===== src/rtl/motor_cmd_driver.sv =====
// motor_cmd_driver: H-bridge command executor with internal PWM and dead-time coast between direction changes
module motor_cmd_driver #(
  parameter int PWM_BITS    = 8,
  parameter int DEAD_CYCLES = 1000
) (
  input  logic                clk,
  input  logic                rst,
  input  logic [3:0]          cmd_in,
  input  logic [PWM_BITS-1:0] duty,
  output logic [3:0]          IN,
  output logic [1:0]          EN,
  output logic                busy,
  output logic                err
);
  localparam int TW = DEAD_CYCLES > 1 ? $clog2(DEAD_CYCLES) : 1;
  localparam logic [TW-1:0] TLOAD = TW'(DEAD_CYCLES - 1);
  typedef enum logic [1:0] {IDLE, RUN, COAST} state_t;
  state_t state_q, state_d;
  logic [3:0] cmd_q, cur_q, cur_d, in_q;
  logic [TW-1:0] timer_q, timer_d;
  logic [PWM_BITS-1:0] cnt_q, duty_q;
  logic [1:0] en_q;
  logic ill_q, busy_q, err_q, legal, pwm;
  assign legal = cmd_in inside {4'b1001, 4'b1010, 4'b0101, 4'b0000};
  assign pwm   = cnt_q < duty_q;
  assign IN    = in_q;
  assign EN    = en_q;
  assign busy  = busy_q;
  assign err   = err_q;
  // input stage: illegal codes collapse to stop and raise the error flag
  always_ff @(posedge clk or posedge rst)
    if (rst) begin
      cmd_q <= '0;
      ill_q <= 1'b0;
    end else begin
      cmd_q <= legal ? cmd_in : 4'b0000;
      ill_q <= !legal;
    end
  // free-running PWM counter; duty is only picked up at the period boundary
  always_ff @(posedge clk or posedge rst)
    if (rst) begin
      cnt_q  <= '0;
      duty_q <= '0;
    end else begin
      cnt_q  <= cnt_q + 1'b1;
      duty_q <= &cnt_q ? duty : duty_q;
    end
  // next-state logic; a stop always wins over an expiring coast timer
  always_comb begin
    state_d = state_q;
    cur_d   = cur_q;
    timer_d = timer_q;
    if (state_q == IDLE) begin
      if (cmd_q != 4'b0000) begin
        state_d = RUN;
        cur_d   = cmd_q;
      end
    end else if (state_q == RUN) begin
      if (cmd_q == 4'b0000) state_d = IDLE;
      else if (cmd_q != cur_q) begin
        state_d = COAST;
        timer_d = TLOAD;
      end
    end else begin
      timer_d = timer_q - 1'b1;
      if (cmd_q == 4'b0000) begin
        state_d = IDLE;
        timer_d = '0;
      end else if (timer_q == '0) begin
        state_d = RUN;
        cur_d   = cmd_q;
        timer_d = '0;
      end
    end
  end
  // state and registered bridge outputs, derived from the next state so they land on the same edge
  always_ff @(posedge clk or posedge rst)
    if (rst) begin
      state_q <= IDLE;
      cur_q   <= '0;
      timer_q <= '0;
      in_q    <= '0;
      en_q    <= '0;
      busy_q  <= 1'b0;
      err_q   <= 1'b0;
    end else begin
      state_q <= state_d;
      cur_q   <= cur_d;
      timer_q <= timer_d;
      in_q    <= state_d == RUN ? cur_d : 4'b0000;
      en_q    <= state_d == RUN ? {2{pwm}} : 2'b00;
      busy_q  <= state_d == COAST;
      err_q   <= ill_q;
    end
endmodule


===== config.mk =====
export PLATFORM = sky130hd
export DESIGN_NAME = motor_cmd_driver
export DESIGN_NICKNAME = d
export VERILOG_FILES = /design/src/rtl/motor_cmd_driver.sv
export SDC_FILE = /design/constraint.sdc
export NUM_CORES = 1
export LEC_CHECK = 0
export BUFFER_PORTS_ARGS = -buffer_cell sky130_fd_sc_hd__buf_2
export CAP_MARGIN = 10
export CORE_UTILIZATION = 63
export DETAILED_ROUTE_END_ITERATION = 7
export HOLD_SLACK_MARGIN = 0.1
export PLACE_DENSITY = 0.84
export SLEW_MARGIN = 15
export SYNTH_ARGS = -nofsm -noshare
export SYNTH_HDL_FRONTEND = slang
export SYNTH_SLANG_ARGS = --single-unit

===== constraint.sdc =====
create_clock -name clk -period 3.3 [get_ports clk]
set_clock_uncertainty 0.05 [all_clocks]
set_input_delay 0.66 -clock clk [delete_from_list [all_inputs] [get_ports clk]]
set_output_delay 0.66 -clock clk [all_outputs]
set_load 0.02 [all_outputs]

==> load_flow_metrics.sql, run 1 <==
INSERT INTO impl_metrics (metric_group, metric, value, unit) VALUES
('timing', 'clock.fmax', '0.470', 'GHz'),
('worst_setup_path', 'maximum_fanout_count_along_the_critical_path', '11', ''),
('placed_design', 'io_buffer_count', '21', ''),
('floorplanning', 'fp.dieArea', '3800', 'µm²'),
('placed_design', 'place_hpwl', '3.11', 'mm'),
('timing', 'final.period_utilization', '64.5', '%'),
('synth', 'synth.yosys.warnings', '0', ''),
('timing', 'timing.max_slew.rel_slack', '21.9', '%'),
('routing', 'drt_first_pass_iters', '4', ''),
('worst_setup_path', 'reg2reg_path_depth', '6', ''),
('finish', 'flow.area_growth_from_synthesis', '9.21', '%'),
('worst_setup_path', 'cp_cell_sequence', 'inv_1, ha_1, nor3b_1, nand3_1, o22ai_1, a211oi_1', ''),
('finish', 'design.final.nets', '259', ''),
('clocking', 'insertion_delay', '0.37', 'ns'),
('floorplanning', 'design.portCount', '22', ''),
('floorplanning', 'die_h', '61.6', 'µm'),
('timing', 'timing.setup.tns', '0', 'ns'),
('synth', 'main_synth_ff_type', 'sky130_fd_sc_hd__dfrtp_1', ''),
('worst_setup_path', 'worstReg2RegEnd', 'IN[1]', ''),
('clocking', 'postCtsResizedCells', '0', ''),
('worst_setup_path', 'timing.reg2reg.setup_slack', '1.17', 'ns'),
('synth', 'syn-mean-instance-area', '10.5', 'µm²'),
('grt', 'antenna_found_initial', '0', ''),
('grt', 'grt.overflow.total', '0', ''),
('clocking', 'cts.clk_slew.worst_paths', '0.13', 'ns'),
('timing', 'worstMarginPinSlew', '1.16', 'ns'),
('synth', 'synth_cell_types', '45', ''),
('finish', 'diodes', '0', ''),
('clocking', 'cts_buffers', '5', ''),
('synth', 'netlist_area', '2240', 'µm²'),
('timing', 'grt_setup_unrepaired', 'no', ''),
('clocking', 'cts_buffer_depth', '2', ''),
('worst_setup_path', 'worst_path_dominant_cell_family', 'simple AND/OR/NAND/NOR gates', ''),
('finish', 'fin_cells', '282', ''),
('timing', 'post-route-min-period', '2.13', 'ns'),
('routing', 'drt-wirelength-per-cell', '15.9', 'µm'),
('worst_setup_path', 'worstSetupPathDepth', '6', ''),
('placed_design', 'dp.cells', '274', ''),
('timing', 'report.final.setup_viol', '0', ''),
('finish', 'post_route_cells_drive_above_1_share', '19.5', '%'),
('routing', 'viasPerCell', '6.21', ''),
('grt', 'vias_in_the_first_global_route', '1650', ''),
('routing', 'vias', '1751', ''),
('grt', 'globalRouteTotalUtil', '27.2', '%'),
('worst_setup_path', 'cp_slowest_stage_delay', '0.44', 'ns'),
('timing', 'final_hold_viol_count', '0', ''),
('clocking', 'cts_tree', 'done', ''),
('clocking', 'post-cts-setup-buffers', '0', ''),
('power', 'leakage', '0.00115', 'µW'),
('routing', 'drt.antenna.violating_nets', '0', ''),
('job', 'drv.max_cap_violation_count', '0', ''),
('worst_setup_path', 'arrival_time_of_the_worst_setup_path', '2.33', 'ns'),
('status', 'run_status', 'finished clean', ''),
('power', 'power_per_cell_area', '621', 'nW/µm²'),
('power', 'vdd_drop_max', '0.000374', 'V'),
('synth', 'syn-num-nets', '238', ''),
('routing', 'drt-total-wl', '4.48', 'mm'),
('hold_path', 'hold_path.class', 'in -> async', ''),
('synth', 'synth_sequential_area_ratio', '49.1', '%'),
('clocking', 'cts_max_level', '2', ''),
('worst_setup_path', 'critical_path_required', '3.50', 'ns'),
('worst_setup_path', 'rr_startpoint', 'timer_q[0]', ''),
('clocking', 'cts_root_buf', 'sky130_fd_sc_hd__clkbuf_4', ''),
('synth', 'synth-seq-cells', '44', ''),
('routing', 'drtIter0Drc', '119', ''),
('synth', 'syn_inst', '214', ''),
('finish', 'finalCoreUtilization', '72.8', '%'),
('clocking', 'cts_sinks', '44', ''),
('floorplanning', 'placeableCoreArea', '3360', 'µm²'),
('worst_setup_path', 'worst-setup-path-type', 'reg -> reg', ''),
('synth', 'async_reset_ff_share', '100', '%');
==> per-layer routing <==
layer	share of wire [%]	track usage (%)	wire length, µm	vias to the layer above
met4	3.0	15.6	136	0
li1	-	-	-	828
met2	51	45.0	2270	76
met5	0	0	0	-
met1	41	33.0	1820	830
met3	5.6	5.46	252	17
==> cell families after synthesis <==
family / synth area share, %
AO/OA/AOI/OAI: 17.3
XOR/XNOR: 3.91
adder cells (fa/ha/maj): 5.58
buffers and inverters: 4.47
flip-flops: 49.1
multiplexers: 4.02
AND/OR/NAND/NOR: 15.6
==> cell usage in the layout (no fill, tap or decap), types with 2 or more instances in the layout <==
cell / Yosys / routed
sky130_fd_sc_hd__a21oi_1: 19 / 19
sky130_fd_sc_hd__nor3b_1: 3 / 3
sky130_fd_sc_hd__ha_1: 10 / 10
sky130_fd_sc_hd__a21o_1: 2 / 2
sky130_fd_sc_hd__buf_4: 1 / 2
sky130_fd_sc_hd__a41oi_1: 4 / 4
sky130_fd_sc_hd__nor3_1: 5 / 5
sky130_fd_sc_hd__a211oi_1: 2 / 2
sky130_fd_sc_hd__o21ai_0: 5 / 5
sky130_fd_sc_hd__mux2_2: 8 / 8
sky130_fd_sc_hd__nand3_1: 10 / 10
sky130_fd_sc_hd__xnor2_1: 5 / 5
sky130_fd_sc_hd__nand2b_1: 6 / 6
sky130_fd_sc_hd__clkbuf_4: 0 / 5
sky130_fd_sc_hd__a311oi_1: 2 / 2
sky130_fd_sc_hd__buf_2: 2 / 21
sky130_fd_sc_hd__nand2_1: 9 / 9
sky130_fd_sc_hd__dfrtp_1: 44 / 44
sky130_fd_sc_hd__and2_1: 2 / 2
sky130_fd_sc_hd__nand4_1: 6 / 6
sky130_fd_sc_hd__xor2_1: 5 / 5
sky130_fd_sc_hd__nor2_1: 8 / 8
sky130_fd_sc_hd__nor4_1: 2 / 2
sky130_fd_sc_hd__o22a_1: 2 / 2
sky130_fd_sc_hd__or4_1: 2 / 2
sky130_fd_sc_hd__a31oi_1: 10 / 10
sky130_fd_sc_hd__and3_1: 4 / 4
sky130_fd_sc_hd__inv_1: 14 / 13
==> state kept, by name, summed over array words and instances (netlist names), 2 cells and up <==
name     cells
cur_q        4
state_q      2
duty_q       8
cnt_q        8
cmd_q        4
timer_q     10
IN           4
==> cells in the mapped netlist, types with 2 or more instances <==
library cell | count | share of area, %
sky130_fd_sc_hd__nand2b_1 | 6 | 1.7
sky130_fd_sc_hd__nor2_1 | 8 | 1.3
sky130_fd_sc_hd__o21ai_0 | 5 | 1.1
sky130_fd_sc_hd__buf_2 | 2 | 0.45
sky130_fd_sc_hd__inv_1 | 14 | 2.3
sky130_fd_sc_hd__o22a_1 | 2 | 0.78
sky130_fd_sc_hd__a41oi_1 | 4 | 1.6
sky130_fd_sc_hd__a311oi_1 | 2 | 0.78
sky130_fd_sc_hd__dfrtp_1 | 44 | 49
sky130_fd_sc_hd__and2_1 | 2 | 0.56
sky130_fd_sc_hd__nor3_1 | 5 | 1.1
sky130_fd_sc_hd__xnor2_1 | 5 | 2.0
sky130_fd_sc_hd__nand4_1 | 6 | 1.7
sky130_fd_sc_hd__nor3b_1 | 3 | 1.0
sky130_fd_sc_hd__xor2_1 | 5 | 2.0
sky130_fd_sc_hd__ha_1 | 10 | 5.6
sky130_fd_sc_hd__clkbuf_1 | 5 | 0.84
sky130_fd_sc_hd__or4_1 | 2 | 0.67
sky130_fd_sc_hd__a21oi_1 | 19 | 4.2
sky130_fd_sc_hd__a21o_1 | 2 | 0.67
sky130_fd_sc_hd__mux2_2 | 8 | 4.0
sky130_fd_sc_hd__nor4_1 | 2 | 0.56
sky130_fd_sc_hd__nand3_1 | 10 | 2.2
sky130_fd_sc_hd__a211oi_1 | 2 | 0.67
sky130_fd_sc_hd__a31oi_1 | 10 | 2.8
sky130_fd_sc_hd__and3_1 | 4 | 1.1
sky130_fd_sc_hd__nand2_1 | 9 | 1.5
==> area by class of cell <==
| class | count | area, µm² |
|---|---|---|
| flip-flops and latches | 44 | 1100 |
| clock buffers | 6 | 41.3 |
| fillers | 267 | 916 |
| repair buffers | 23 | 120 |
| clock inverters | 2 | 35.0 |
| well taps | 46 | 57.6 |
| inverters | 14 | 52.6 |
| multi-input cells | 147 | 1040 |
==> power breakdown <==
part,switching [µW],internal (µW)
Combinational,252,182
Clock,171,159
Sequential,116,639
Total,539,979
==> per-stage QoR <==
step                      power (µW)  instance area [µm²]  setup WS, ns  hold slack (ns)
after detailed placement        1190                 2370          1.23            0.296
after floorplan                 1070                 2240          1.49            0.281
after CTS                       1510                 2450          1.19            0.269
after global routing            1600                 2450         0.978            0.285
after global placement          1170                 2370          1.32            0.297
final                           1520                 2450          1.17            0.246
==> worst max path at each step <==
stage                     from    endpoint  slack (ns)
detailed placement  timer_q[0]       IN[1]        1.23
global route        timer_q[0]       IN[1]        0.98
global placement    state_q[1]  state_q[0]        1.32
CTS                 timer_q[0]       IN[1]        1.19
finish              timer_q[0]       IN[1]        1.17
floorplan           timer_q[0]       IN[1]        1.49
(Power assumes the default switching activity.)
==> run 2, diff against run 1 <==
--- a/config.mk
+++ b/config.mk
@@ -7,10 +7,10 @@
 export LEC_CHECK = 0
 export BUFFER_PORTS_ARGS = -buffer_cell sky130_fd_sc_hd__buf_2
 export CAP_MARGIN = 10
-export CORE_UTILIZATION = 63
+export CORE_UTILIZATION = 53
 export DETAILED_ROUTE_END_ITERATION = 7
 export HOLD_SLACK_MARGIN = 0.1
-export PLACE_DENSITY = 0.84
+export PLACE_DENSITY = 0.76
 export SLEW_MARGIN = 15
 export SYNTH_ARGS = -nofsm -noshare
 export SYNTH_HDL_FRONTEND = slang
==> constraint.sdc (replaced) <==
create_clock -name clk -period 1.9 [get_ports clk]
set_clock_uncertainty 0.05 [all_clocks]
set_input_delay 0.38 -clock clk [delete_from_list [all_inputs] [get_ports clk]]
set_output_delay 0.38 -clock clk [all_outputs]
set_load 0.02 [all_outputs]
==> load_flow_metrics.sql, run 2 (same netlist as run 1, synthesis figures left out) <==
INSERT INTO impl_metrics (metric_group, metric, value, unit) VALUES
('floorplanning', 'initial_core_util', '55.6', '%'),
('power', 'totalPowerFinal', '2830', 'µW'),
('routing', 'drt_first_pass_iters', '4', ''),
('grt', 'antenna_found_initial', '0', ''),
('routing', 'drtIter0Drc', '64', ''),
('finish', 'flow.area_growth_from_synthesis', '17.4', '%'),
('clocking', 'cts_buffers', '5', ''),
('timing', 'clock.fmax', '0.542', 'GHz'),
('worst_setup_path', 'cp_slowest_stage_delay', '0.56', 'ns'),
('timing', 'timing.setup.tns', '0', 'ns'),
('placed_design', 'place_hpwl', '3.19', 'mm'),
('finish', 'largest_register_ffs', '10', ''),
('worst_setup_path', 'maximum_fanout_count_along_the_critical_path', '7', ''),
('worst_setup_path', 'timing.critical_path.from_type', 'register', ''),
('floorplanning', 'placeableCoreArea', '4030', 'µm²'),
('worst_setup_path', 'worst-setup-path-type', 'reg -> reg', ''),
('finish', 'post_route_cells_drive_above_1_share', '25.4', '%'),
('placed_design', 'io_buffer_count', '21', ''),
('power', 'vdd_drop_max', '0.000688', 'V'),
('placed_design', 'routabilityCongestion', '0.893', ''),
('finish', 'largest_register', 'timer_q', ''),
('finish', 'registers_with_the_most_flip_flops', 'timer_q: 10 flops, cnt_q: 8 flops, duty_q: 8 flops', ''),
('worst_setup_path', 'timing.critical_path.slowest_stage_cell', 'sky130_fd_sc_hd__or4_4', ''),
('clocking', 'insertion_delay', '0.30', 'ns'),
('timing', 'post-route-min-period', '1.85', 'ns'),
('worst_setup_path', 'reg2reg_path_depth', '4', ''),
('clocking', 'cts_tree', 'done', ''),
('power', 'leakage', '0.00124', 'µW'),
('clocking', 'cts.clk_slew.worst_paths', '0.08', 'ns'),
('timing', 'worstMarginPinSlew', '0.643', 'ns'),
('worst_setup_path', 'critical_path_required', '2.04', 'ns'),
('clocking', 'cts_max_level', '2', ''),
('timing', 'final.period_utilization', '97.2', '%'),
('placed_design', 'pre_cts_ws', '0.0635', 'ns'),
('worst_setup_path', 'cp_cell_sequence', 'xor2_1, or4_4, a31o_4, o22a_1', ''),
('floorplanning', 'die_width', '67.0', 'µm'),
('grt', 'globalRouteTotalUtil', '21.5', '%'),
('clocking', 'cts_buffer_depth', '2', ''),
('routing', 'drt-total-wl', '4.32', 'mm'),
('status', 'run_status', 'finished clean', ''),
('worst_setup_path', 'worstReg2RegEnd', 'timer_q[1]', ''),
('timing', 'fin_ws', '0.0536', 'ns'),
('timing', 'final_max_slew_viol_count', '0', ''),
('worst_setup_path', 'worstSetupPathDepth', '4', ''),
('worst_setup_path', 'worst_path_dominant_cell_family', 'simple AND/OR/NAND/NOR gates', ''),
('worst_setup_path', 'timing_endpoint_of_the_critical_path', 'timer_q[1]', ''),
('floorplanning', 'placementRows', '23', ''),
('timing', 'grt_setup_unrepaired', 'no', ''),
('grt', 'global_route_wire_length_before_repair', '7.03', 'mm'),
('worst_setup_path', 'buf_inv_stages_crit_path', '0', ''),
('routing', 'drt.antenna.violating_nets', '0', ''),
('timing', 'final_hold_viol_count', '0', ''),
('floorplanning', 'fp.dieArea', '4490', 'µm²'),
('routing', 'viasPerCell', '5.79', ''),
('worst_setup_path', 'rr_startpoint', 'cmd_q[3]', ''),
('finish', 'mostFrequentLayoutCell', 'sky130_fd_sc_hd__dfrtp_1', ''),
('floorplanning', 'design.portCount', '22', ''),
('grt', 'grt_start_max_net_pins', '28', ''),
('worst_setup_path', 'category_of_the_worst_setup_path_capture_point', 'register', ''),
('timing', 'timing.max_slew.rel_slack', '56.9', '%'),
('hold_path', 'hold_path.class', 'in -> reg', ''),
('clocking', 'cts_sinks', '44', ''),
('grt', 'vias_in_the_first_global_route', '1576', ''),
('finish', 'design.final.nets', '275', ''),
('worst_setup_path', 'timing.reg2reg.setup_slack', '0.05', 'ns'),
('worst_setup_path', 'crit_path_start', 'cmd_q[3]', ''),
('grt', 'grt.overflow.total', '0', ''),
('job', 'drv.max_cap_violation_count', '0', ''),
('finish', 'most-common-layout-cells', 'sky130_fd_sc_hd__dfrtp_1, sky130_fd_sc_hd__buf_2, sky130_fd_sc_hd__a21oi_1', ''),
('routing', 'detail_route.drc_violations', '0', ''),
('worst_setup_path', 'arrival_time_of_the_worst_setup_path', '1.99', 'ns'),
('routing', 'vias', '1749', ''),
('finish', 'diodes', '0', ''),
('timing', 'report.final.setup_viol', '0', ''),
('clocking', 'cts_root_buf', 'sky130_fd_sc_hd__clkbuf_8', ''),
('timing', 'fin_hold_ws', '0.260', 'ns'),
('routing', 'drt-wirelength-per-cell', '14.3', 'µm'),
('finish', 'nFillCells', '334', ''),
('floorplanning', 'die_h', '67.0', 'µm'),
('power', 'power_per_cell_area', '1080', 'nW/µm²');
-- run 2: how the worst min path moves through the flow --
stage               startpoint         to  slack (ns)  cells past startpoint
finish                 duty[5]  duty_q[5]        0.26                      2
global route           duty[6]  duty_q[6]        0.25                      2
CTS                    duty[5]  duty_q[5]        0.25                      2
detailed placement       ill_q        err        0.29                      0
global placement         ill_q        err        0.30                      0
floorplan                ill_q        err        0.28                      0
-- run 2: cell type report --
cell class	count	area [µm²]	share of cell area [%]
clock buffer	5	68.8	2.62
clock inverter	3	42.5	1.62
inverter	14	52.6	2.00
multi-input combinational	147	1050	39.8
sequential	44	1100	41.8
tap	50	62.6	2.38
timing repair buffer	39	255	9.70
-- run 2: where the power goes --
part	total, µW	switching [µW]	internal [µW]	leakage, µW
combinational	849	466	383	0.000644
sequential	1280	172	1110	0.000544
clock	703	315	389	0.0000541
total	2830	953	1880	0.00124
-- run 2: repair_timing --
item / CTS / global route
gates resized for setup: 0 / 3
endpoints found under the setup margin: 0 / 3
hold endpoints to repair: 17 / 0
buffers inserted: 0 / 0
hold buffers: 1 / 0
-- run 2: through the flow --
step | area (µm²) | utilization, % | instances
global route | 2630 | 65.3 | 302
global placement | 2500 | 62.1 | 293
detailed placement | 2500 | 62.1 | 293
CTS | 2620 | 65.1 | 302
floorplan | 2240 | - | 214
finish | 2630 | 65.3 | 302
-- run 2: routing by layer --
layer | GRT usage [%] | share of wire, % | vias up
met4 | 10.1 | 1.9 | 0
met1 | 26.7 | 45 | 842
met2 | 34.5 | 49 | 38
li1 | - | - | 862
met3 | 5.65 | 4.1 | 7
met5 | 0 | 0 | -
